===== src/rtl/adc_stream_framer.sv =====
// rtl/adc_stream_framer.sv - Frames bytes drained from the ADC FIFO as sync, length, payload, checksum.
// Optional FRAMER_CRC8_EN replaces the additive checksum with CRC-8 (poly 0x07) over the payload.
module adc_stream_framer #(
    parameter int          LEN_W       = 16,
    parameter logic [7:0]  SYNC_BYTE   = 8'hAC,
    parameter int          TIMEOUT_CYC = 65535
) (
    input  logic             clk_i,
    input  logic             reset_n_i,
    input  logic             start_i,
    input  logic [LEN_W-1:0] len_i,
    input  logic             fifo_empty_i,
    input  logic [7:0]       fifo_data_i,
    output logic             fifo_rd_en_o,
    output logic [7:0]       tx_data_o,
    output logic             tx_valid_o,
    input  logic             tx_ready_i,
    output logic             busy_o,
    output logic             done_o,
    output logic             underrun_o,
    output logic [LEN_W-1:0] bytes_left_o
);

    localparam int TW = (TIMEOUT_CYC < 2) ? 1 : $clog2(TIMEOUT_CYC + 1);

    typedef enum logic [3:0] {
        IDLE, SYNC, LENH, LENL, PL_RD, PL_WAIT, PL_SEND, CSUM, FIN
    } state_t;

    state_t           state, state_nx;
    logic [LEN_W-1:0] remaining;
    logic [15:0]      len_hdr;
    logic [7:0]       csum;
    logic [7:0]       hold;
    logic [TW-1:0]    tmo_cnt;
    logic             underrun;
    logic             tx_fire;
    logic             tmo_hit;

    function automatic logic [7:0] csum_next(input logic [7:0] c, input logic [7:0] b);
`ifdef FRAMER_CRC8_EN
        logic [7:0] r;
        r = c ^ b;
        for (int i = 0; i < 8; i++) begin
            r = r[7] ? ((r << 1) ^ 8'h07) : (r << 1);
        end
        return r;
`else
        return c + b;
`endif
    endfunction

    assign tx_fire      = tx_valid_o && tx_ready_i;
    assign tmo_hit      = fifo_empty_i && (tmo_cnt == TW'(TIMEOUT_CYC - 1));
    assign underrun_o   = underrun;
    assign bytes_left_o = remaining;

    always_comb begin
        state_nx     = state;
        tx_valid_o   = 1'b0;
        tx_data_o    = 8'h00;
        fifo_rd_en_o = 1'b0;
        busy_o       = (state != IDLE);
        done_o       = 1'b0;
        case (state)
            IDLE: begin
                if (start_i) state_nx = SYNC;
            end
            SYNC: begin
                tx_valid_o = 1'b1;
                tx_data_o  = SYNC_BYTE;
                if (tx_fire) state_nx = LENH;
            end
            LENH: begin
                tx_valid_o = 1'b1;
                tx_data_o  = len_hdr[15:8];
                if (tx_fire) state_nx = LENL;
            end
            LENL: begin
                tx_valid_o = 1'b1;
                tx_data_o  = len_hdr[7:0];
                if (tx_fire) state_nx = (remaining == '0) ? CSUM : PL_RD;
            end
            PL_RD: begin
                // Once underrun, the FIFO is left alone and the payload is padded with zeros.
                if (underrun) begin
                    state_nx = PL_SEND;
                end else if (!fifo_empty_i) begin
                    fifo_rd_en_o = 1'b1;
                    state_nx     = PL_WAIT;
                end else if (tmo_hit) begin
                    state_nx = PL_SEND;
                end
            end
            PL_WAIT: begin
                state_nx = PL_SEND;
            end
            PL_SEND: begin
                tx_valid_o = 1'b1;
                tx_data_o  = hold;
                if (tx_fire) state_nx = (remaining == LEN_W'(1)) ? CSUM : PL_RD;
            end
            CSUM: begin
                tx_valid_o = 1'b1;
                tx_data_o  = csum;
                if (tx_fire) state_nx = FIN;
            end
            FIN: begin
                done_o   = 1'b1;
                state_nx = IDLE;
            end
            default: state_nx = IDLE;
        endcase
    end

    always_ff @(posedge clk_i or negedge reset_n_i) begin
        if (!reset_n_i) begin
            state     <= IDLE;
            remaining <= '0;
            len_hdr   <= '0;
            csum      <= '0;
            hold      <= '0;
            tmo_cnt   <= '0;
            underrun  <= 1'b0;
        end else begin
            state <= state_nx;
            case (state)
                IDLE: begin
                    if (start_i) begin
                        remaining <= len_i;
                        len_hdr   <= 16'(len_i);
                        csum      <= '0;
                        tmo_cnt   <= '0;
                        underrun  <= 1'b0;
                    end
                end
                PL_RD: begin
                    if (underrun) begin
                        hold <= 8'h00;
                    end else if (!fifo_empty_i) begin
                        tmo_cnt <= '0;
                    end else if (tmo_hit) begin
                        underrun <= 1'b1;
                        hold     <= 8'h00;
                    end else begin
                        tmo_cnt <= tmo_cnt + 1'b1;
                    end
                end
                PL_WAIT: hold <= fifo_data_i;
                PL_SEND: begin
                    if (tx_fire) begin
                        csum      <= csum_next(csum, hold);
                        remaining <= remaining - 1'b1;
                    end
                end
                default: ;
            endcase
        end
    end

endmodule

===== config.mk =====
export PLATFORM = sky130hd
export DESIGN_NAME = adc_stream_framer
export DESIGN_NICKNAME = d
export VERILOG_FILES = /design/src/rtl/adc_stream_framer.sv
export SDC_FILE = /design/constraint.sdc
export NUM_CORES = 1
export LEC_CHECK = 0
export BUFFER_PORTS_ARGS = -buffer_cell sky130_fd_sc_hd__buf_2
export CORE_MARGIN = 3
export CORE_UTILIZATION = 35
export CTS_CLUSTER_DIAMETER = 30
export DETAILED_ROUTE_END_ITERATION = 10
export SLEW_MARGIN = 20
export SYNTH_ARGS = -nofsm -noshare
export SYNTH_HDL_FRONTEND = slang
export SYNTH_SLANG_ARGS = --single-unit
export TNS_END_PERCENT = 20

===== constraint.sdc =====
create_clock -name clk_i -period 2 [get_ports clk_i]
set_clock_uncertainty 0.1 [all_clocks]
set_input_delay 0.2 -clock clk_i [delete_from_list [all_inputs] [get_ports clk_i]]
set_output_delay 0.2 -clock clk_i [all_outputs]
set_load 0.03 [all_outputs]

## After elaboration in Yosys (flattened, before gate mapping)

Cells that the tools add are included.

| cells by class | value |
|---|---|
| $add $sub $neg | 3 |
| equal/unequal tests | 21 |
| mux-type cells | 38 |
| reductions and logical operators | 15 |

Operators with widths:

| kind | number |
|---|---|
| 16-bit two-way mux | 6 |
| 16-bit case mux with 2 select lines | 2 |
| 8-bit two-way mux | 5 |
| 8-bit case mux with 5 select lines | 1 |
| 4-bit two-way mux | 9 |
| 4-bit case mux with 8 select lines | 1 |
| 8-bit case mux with 2 select lines | 2 |
| 16-bit by 1-bit adder with 16-bit output (second input constant) | 1 |
| 16-bit by 1-bit == test with 1-bit output (second input constant) | 1 |
| 16-bit == test (second input constant) | 1 |
| 4-bit by 3-bit == test with 1-bit output (second input constant) | 4 |
| 16-bit zero test | 1 |
| 16-bit by 1-bit subtractor with 16-bit output (second input constant) | 1 |
| 2-bit inequality test (second input constant) | 7 |
| 1-bit two-way mux | 9 |
| 3-bit inequality test (second input constant) | 3 |
| 8-bit adder | 1 |
| 4-bit by 2-bit == test with 1-bit output (second input constant) | 2 |
| 7-bit AND reduction | 1 |
| 3-bit AND reduction | 2 |
| 2-bit nonzero test | 3 |
| 5-bit OR reduction | 1 |
| 4-bit by 1-bit == test with 1-bit output (second input constant) | 1 |
| 4-bit == test (second input constant) | 1 |
| 8 further kinds | 11 |

| storage, ports and cells | value |
|---|---|
| register bits | 69 |
| bits of input ports | 29 |
| output and inout bits | 29 |
| logic and storage cells | 84 |

## Depth between registers and ports, before layout

Gate-level depths: netlist (run 1).

| depth | value |
|---|---|
| depth in word-level cells | 6 |
| mapped depth | 8 |

## Least setup slack after synthesis (run 1)

OpenSTA, ideal clock, no wires.

| timing | value |
|---|---|
| path kind | flip-flop to flip-flop |
| from | register remaining[0] (netlist: bytes_left_o[0]) |
| to | register remaining[10] (netlist: bytes_left_o[10]) |
| setup time | 0.082 ns |
| data arrival time | 2.217 ns |
| data required time | 1.818 ns |
| setup slack | -0.399 ns |
| cell stages (with the launch flop) | 8 |
| path buffers | 0 |
| cells stage by stage | dfrtp_1 -> inv_1 -> ha_1 -> or4b_2 -> or2_2 -> o41ai_1 -> a21oi_1 -> a31oi_1 |

| on the way | value |
|---|---|
| cells in the longest elaborated chain, start to end | 3 |

RTL lines:

| what | RTL line | source |
|---|---|---|
| from (decl) | 31 | `logic [LEN_W-1:0] remaining;` |
| from (signal assigned) | 130 | `remaining <= len_i;` |
| from (signal assigned) | 153 | `remaining <= remaining - 1'b1;` |
| 16-bit by 1-bit subtractor with 16-bit output | 153 |  |
| 16-bit two-way mux | 151 | `if (tx_fire) begin` |
| 16-bit case mux with 2 select lines | 127 | `case (state)` |

Every way passes these cells. The select of a mux whose other input is x is not followed.
A chain may end at the register's enable or synchronous reset.

## Worst setup path in the final report (run 1)

| timing | value |
|---|---|
| from | register remaining[7] (netlist: bytes_left_o[7]) |
| to | register remaining[11] (netlist: bytes_left_o[11]) |

The elaborated chain is that of the path after synthesis.

==> metrics.yaml, run 1 <==
status:
  outcome: "finished, violations left"
  violations: "setup timing"
timing:
  slew_viol_final: 0
  setup-tns-final_ns: -0.904
  min_period_over_period_pct: 109
  clock.fmax_mhz: 458
  whs_ns: 0.00964
  layout_min_cycle_time_ns: 2.18
  timing.final.hold_violations: 0
  worst_slack_ns: -0.182
  setup_viol: 15
  worstMarginPinSlew_ns: 0.919
  rsz0062_at_grt: "yes"
  relSlewSlack_pct: 38.3
routing:
  drt_iter0_drc: 268
  drt-vias-per-instance: 5.56
  postRouteWirelength_mm: 13.0
  wl_per_cell_um: 17.4
  via_count: 4155
  ant_nets: 0
  first_pass_iters: 4
  drc: 0
critical_path:
  end_kind: "flip-flop"
  worstPathCellList: "or3_4, or4_4, or4_4, mux2i_1, a32oi_1"
  worstPathArrival_ns: 2.28
  cp.required_ns: 2.10
  crit_type: "reg2reg"
  path_buf_inv: 0
  crit_family: "simple AND/OR/NAND/NOR gates"
  cp_max_fo: 4
  cp-start-kind: "flip-flop"
  crit_slowest_cell: "or4_4"
  cpMostUsedCell: "or4_4"
  max_stage_delay_ns: 0.50
clock_tree:
  numCtsBuffers: 9
  cts_tree: "built"
  clk_latency_ns: 0.33
  htreeDepth: 3
  cts_buffer_depth: 2
  root_buffer: "clkbuf_16"
  clk_pin_slew_worst_paths_ns: 0.06
  cts.sinks: 69
placement:
  portBuffers: 57
  hpwl_mm: 9.29
  preCtsSetupSlack_ns: -0.185
  globalplace.congestion: 0.882
  place_inst: 711
synth:
  yosys_warnings: 0
  syn_area_per_cell_um2: 8.73
  yosysSeqAreaShare_pct: 42.3
  synth_edf_count: 0
  synth_top_area_share_pct: 42.3
  synth_nets: 510
  synthArstFlopShare_pct: 100
  ys.flop_type: "dfrtp_1"
  synth_seq_cells: 69
  yosysTopAreaCell: "dfrtp_1"
  synthCells: 468
  synth.cell_area_um2: 4090
  synthTopCellsByArea: "dfrtp_1 42%, nand2_1 7.4%, o21ai_0 4.0%, a21oi_1 3.9%, ha_1 3.7%"
  ys_types: 57
die:
  die_x_um: 114
  io_pins: 58
  core-area_um2: 11100
  std_cell_rows: 38
  die_area_um2: 13000
  start_util_pct: 36.7
  fp.dieH_um: 114
power_and_ir_drop:
  vdd_ir_drop_max_mv: 0.945
  power.leakage_nw: 2.68
  cellPowerDensity_nw_per_um2: 1520
global_routing:
  overflow: 0
  grt_usage_pct: 20.0
  first_global_vias: 4056
  antenna_found_initial: 0
  grt_first_pass_wirelength_mm: 20.8
  grt_max_degree: 40
final_layout:
  most-common-layout-cells: "80 x nand2_1, 73 x buf_4, 60 x dfrtp_1, 51 x buf_2, 30 x a21oi_1"
  final_nets: 644
  stdcell_count: 747
  layout_commonest_cell: "nand2_1"
  fin_util_pct: 51.1
  n_antenna_cell: 0
  drive_above_1_share_pct: 33.6
  syn2layout_area_growth_pct: 39.1
hold_path:
  hold_path_class: "in2reg"
job:
  drv_cap: 0
[registers in the layout (all words and copies together), names as in the netlist]
| name | flops |
|---|---|
| bytes_left_o | 16 |
| len_hdr | 16 |
| tmo_cnt | 16 |
| csum | 8 |
| hold | 8 |
| state | 4 |
| underrun_o | 1 |
[Yosys cell counts (all sizes together) (4+ instances only)]
cell and n:
a32oi 6, o22a 5, inv 12, ha 12
nor3 20, o21ai 33, nor4 6, or4 4
dfrtp 69, nor2b 4, nand2 81, nor2 25
a31oi 6, or3 5, a22oi 8, o31ai 16
a22o 10, a21oi 32, nand3 10, a211oi 5
clkbuf 17, nand2b 7, and3 8, buf 6
mux2i 11, nand4 8, a21o 8, or2 4
[per-stage QoR]
step / area [µm²] / power, mW
after floorplan: 4100 / 4.84
after global placement: 5010 / 6.48
after detailed placement: 5010 / 6.56
after CTS: 5520 / 8.34
after global routing: 5680 / 9.19
final: 5680 / 8.63
[path summary, 6_finish.rpt]
kind / from / end / slack, ns / cells after the start
worst max-delay path: bytes_left_o[7] / bytes_left_o[11] / -0.18 / 5
max in group asynchronous: reset_n_i / state[2] / 1.02 / 3
worst min register to register: len_hdr[5] / len_hdr[5] / 0.38 / 2
min in group asynchronous: reset_n_i / tmo_cnt[8] / 0.17 / 2
worst min-delay path: fifo_data_i[2] / hold[2] / 0.01 / 2
worst max register to register: bytes_left_o[7] / bytes_left_o[11] / -0.18 / 5
[cell type report]
class / count / area (µm²)
clock buffer: 9 / 225
clock inverter: 7 / 66.3
fill: 1046 / 5440
inverter: 12 / 45.0
multi-input combinational: 364 / 2390
sequential: 69 / 1740
tap: 140 / 175
timing repair buffer: 146 / 1050
[routing by layer]
layer | vias up | global-route usage [%] | wire length, µm
li1 | 2002 | - | -
met5 | - | 0 | 0
met3 | 14 | 3.61 | 628
met1 | 2013 | 27.8 | 5980
met4 | 0 | 5.94 | 190
met2 | 126 | 32.0 | 6180
[logic make-up (layout without fill, tap and decap cells)]
group,after synthesis,in the layout,share of synthesized area [%]
AOI/OAI and AO/OA,144,144,23.4
xor gates and xnor gates,4,4,0.858
adders and majority gates,13,13,4.17
buffers and inverters,35,174,3.31
DFF,69,69,42.3
muxes,11,11,2.70
and+or+nand+nor,192,192,23.3
[where the power goes]
| group | internal (mW) | switching [mW] |
|---|---|---|
| clock network | 0.958 | 0.622 |
| registers | 1.89 | 0.434 |
| logic | 1.98 | 2.74 |
| total | 4.83 | 3.80 |
[timing repair]
item	CTS	global route
gates cloned	0	0
gates resized for setup	30	27
hold buffers	11	0
endpoints found under the hold margin	58	0
pin swaps	1	5
setup endpoints to repair	24	50
setup buffers	1	8
Power figures use the tool's default switching activity.
==> run 2: changes to the inputs <==
- PLACE_DENSITY_LB_ADDON: default -> 0.3
==> metrics.yaml, run 2 (synthesized netlist as in run 1, its figures left out) <==
clock_tree:
  htreeDepth: 3  # unchanged
  numCtsBuffers: 9  # unchanged
  cts.sinks: 69  # unchanged
  clk_pin_slew_worst_paths_ns: 0.06  # about the same
  root_buffer: "clkbuf_16"
  cts_buffer_depth: 2  # unchanged
  clk_latency_ns: 0.33  # about the same
  cts_tree: "built"
power_and_ir_drop:
  combPwrFrac_pct: 54.5  # -0.3 points
  power.leakage_nw: 2.76  # +3.1%
  p_sw_share_pct: 42.3  # -1.7 points
  vdd_ir_drop_max_mv: 0.785  # -17%
  p_int_mw: 5.18  # +7.2%
  clkPwrFrac_pct: 19.4  # +1.1 points
  p_switching_mw: 3.80  # about the same
  totalPowerFinal_mw: 8.98  # +4.1%
  power_frac_seq_pct: 26.1  # -0.9 points
  cellPowerDensity_nw_per_um2: 1540  # +1.2%
die:
  std_cell_rows: 38  # unchanged
  io_pins: 58  # unchanged
  core-area_um2: 11100  # unchanged
  die_area_um2: 13000  # unchanged
  die_x_um: 114  # unchanged
  fp.dieH_um: 114  # unchanged
  start_util_pct: 36.7  # unchanged
placement:
  hpwl_mm: 9.09  # -2.1%
  portBuffers: 57  # unchanged
  globalplace.congestion: 0.886  # +0.42%
  placed_area_um2: 5060  # +1.0%
status:
  outcome: "finished, violations left"
  violations: "setup timing"
final_layout:
  syn2layout_area_growth_pct: 43.1
  stdcell_area_um2: 5850  # +2.9%
  n_antenna_cell: 0  # unchanged
  final_nets: 658  # +2.2%
  layout_commonest_cell: "buf_4"
  drive_above_1_share_pct: 35.1  # +1.5 points
  most-common-layout-cells: "87 x buf_4, 81 x nand2_1, 60 x dfrtp_1, 48 x buf_2, 31 x a21oi_1"
  fin_util_pct: 52.6  # +1.5 points
  final.fill_count: 1050  # +0.38%
routing:
  drt_iter0_drc: 263  # -1.9%
  drc: 0  # unchanged
  postRouteWirelength_mm: 12.8  # -1.5%
  drt-vias-per-instance: 5.50  # -1.1%
  first_pass_iters: 5  # +1
  wl_per_cell_um: 16.8  # -3.3%
  via_count: 4187  # +0.77%
  ant_nets: 0  # unchanged
critical_path:
  reg2reg_to: "bytes_left_o[11]"
  crit_end: "bytes_left_o[11]"
  crit_type: "reg2reg"
  max_stage_delay_ns: 0.49  # about the same
  end_kind: "flip-flop"
  cp_max_fo: 3  # -1
  reg2reg_depth: 5  # unchanged
  rrSetupSlack_ns: -0.17  # +0.02 ns
  cp.required_ns: 2.15  # +0.05 ns
  worstPathArrival_ns: 2.32  # +0.04 ns
  crit_slowest_cell: "or4_4"
  rr_startpoint: "bytes_left_o[5]"
  cp-start-kind: "flip-flop"
  crit_start: "bytes_left_o[5]"
  cpMostUsedCell: "or4_4"
  worstPathCellList: "or3_4, or4_4, or4_4, mux2i_1, a32oi_1"
hold_path:
  hold_path_class: "in2reg"
global_routing:
  first_global_vias: 4135  # +1.9%
  grt_first_pass_wirelength_mm: 20.5  # -1.1%
  grt_max_degree: 70  # +75%
  antenna_found_initial: 0  # unchanged
  grt_usage_pct: 19.8  # -0.26 points
  overflow: 0  # unchanged
timing:
  worstMarginPinSlew_ns: 0.532  # -0.388 ns
  setup_viol: 17  # +2
  worst_slack_ns: -0.166  # +0.0161 ns
  slew_viol_final: 0  # unchanged
  min_period_over_period_pct: 108  # -0.81 points
  whs_ns: 0.00104  # -0.00860 ns
  clock.fmax_mhz: 462  # +0.75%
  layout_min_cycle_time_ns: 2.17  # -0.0161 ns
  timing.final.hold_violations: 0  # unchanged
  rsz0062_at_grt: "yes"
  relSlewSlack_pct: 64.4  # +26 points
job:
  drv_cap: 0  # unchanged
## run 2: worst min-delay path by stage
stage	endpoint	slack (ns)	start	cells after the start
CTS	hold[0]	0.0007	fifo_data_i[0]	2
global route	len_hdr[12]	0.006	len_i[12]	3
global placement	tmo_cnt[9]	0.16	reset_n_i	2
finish	len_hdr[12]	0.001	len_i[12]	3
floorplan	bytes_left_o[0]	-0.20	reset_n_i	0
detailed placement	tmo_cnt[9]	0.16	reset_n_i	2
## run 2: cell type report
| type | count | area, µm² | share of cell area (%) |
|---|---|---|---|
| clock buffers | 10 | 239 | 4.09 |
| well taps | 140 | 175 | 3.00 |
| multi-input cells | 364 | 2380 | 40.7 |
| inverters | 12 | 45.0 | 0.770 |
| clock inverters | 6 | 86.3 | 1.48 |
| flip-flops and latches | 69 | 1740 | 29.7 |
| repair buffers | 160 | 1180 | 20.2 |
## run 2: repair_timing
item | CTS | global route
setup endpoints to repair | 25 | 58
buffers inserted | 7 | 10
cloned | 0 | 0
hold endpoints to repair | 80 | 0
hold buffers | 12 | 0
pin swaps | 2 | 4
gates resized for setup | 38 | 25
## run 2: worst max-delay path: cells and delay by family, from the launching register on
kind | cells | cell delay (ns)
AO/OA/AOI/OAI | 1 | 0.15
AND/OR/NAND/NOR | 3 | 1.30
flip-flops | 1 | 0.40
multiplexers | 1 | 0.13
## run 2: metal layers
layer  up-vias  track usage (%)  share of wire [%]
met4         0             4.99                1.2
met5         -                0                  0
met2        98             32.8                 48
li1       2025                -                  -
met3        17             3.71                4.3
met1      2047             26.7                 46
## run 2: power by group through the flow
stage,logic (mW),registers (mW),clock network [mW]
after floorplan,2.26,2.58,0
after global placement,4.24,2.30,0
after detailed placement,4.31,2.32,0
after CTS,4.64,2.32,1.77
after global routing,5.30,2.40,1.84
final,4.89,2.34,1.75
## run 2: through the flow
step	std cells	TNS, ns	worst slack (ns)
3_5_place_dp	716	-0.683	-0.167
2_1_floorplan	468	-1.34	-0.253
6_report	761	-0.799	-0.166
5_1_grt	761	-2.75	-0.242
4_1_cts	751	-0.981	-0.164
3_3_place_gp	716	-0.729	-0.143
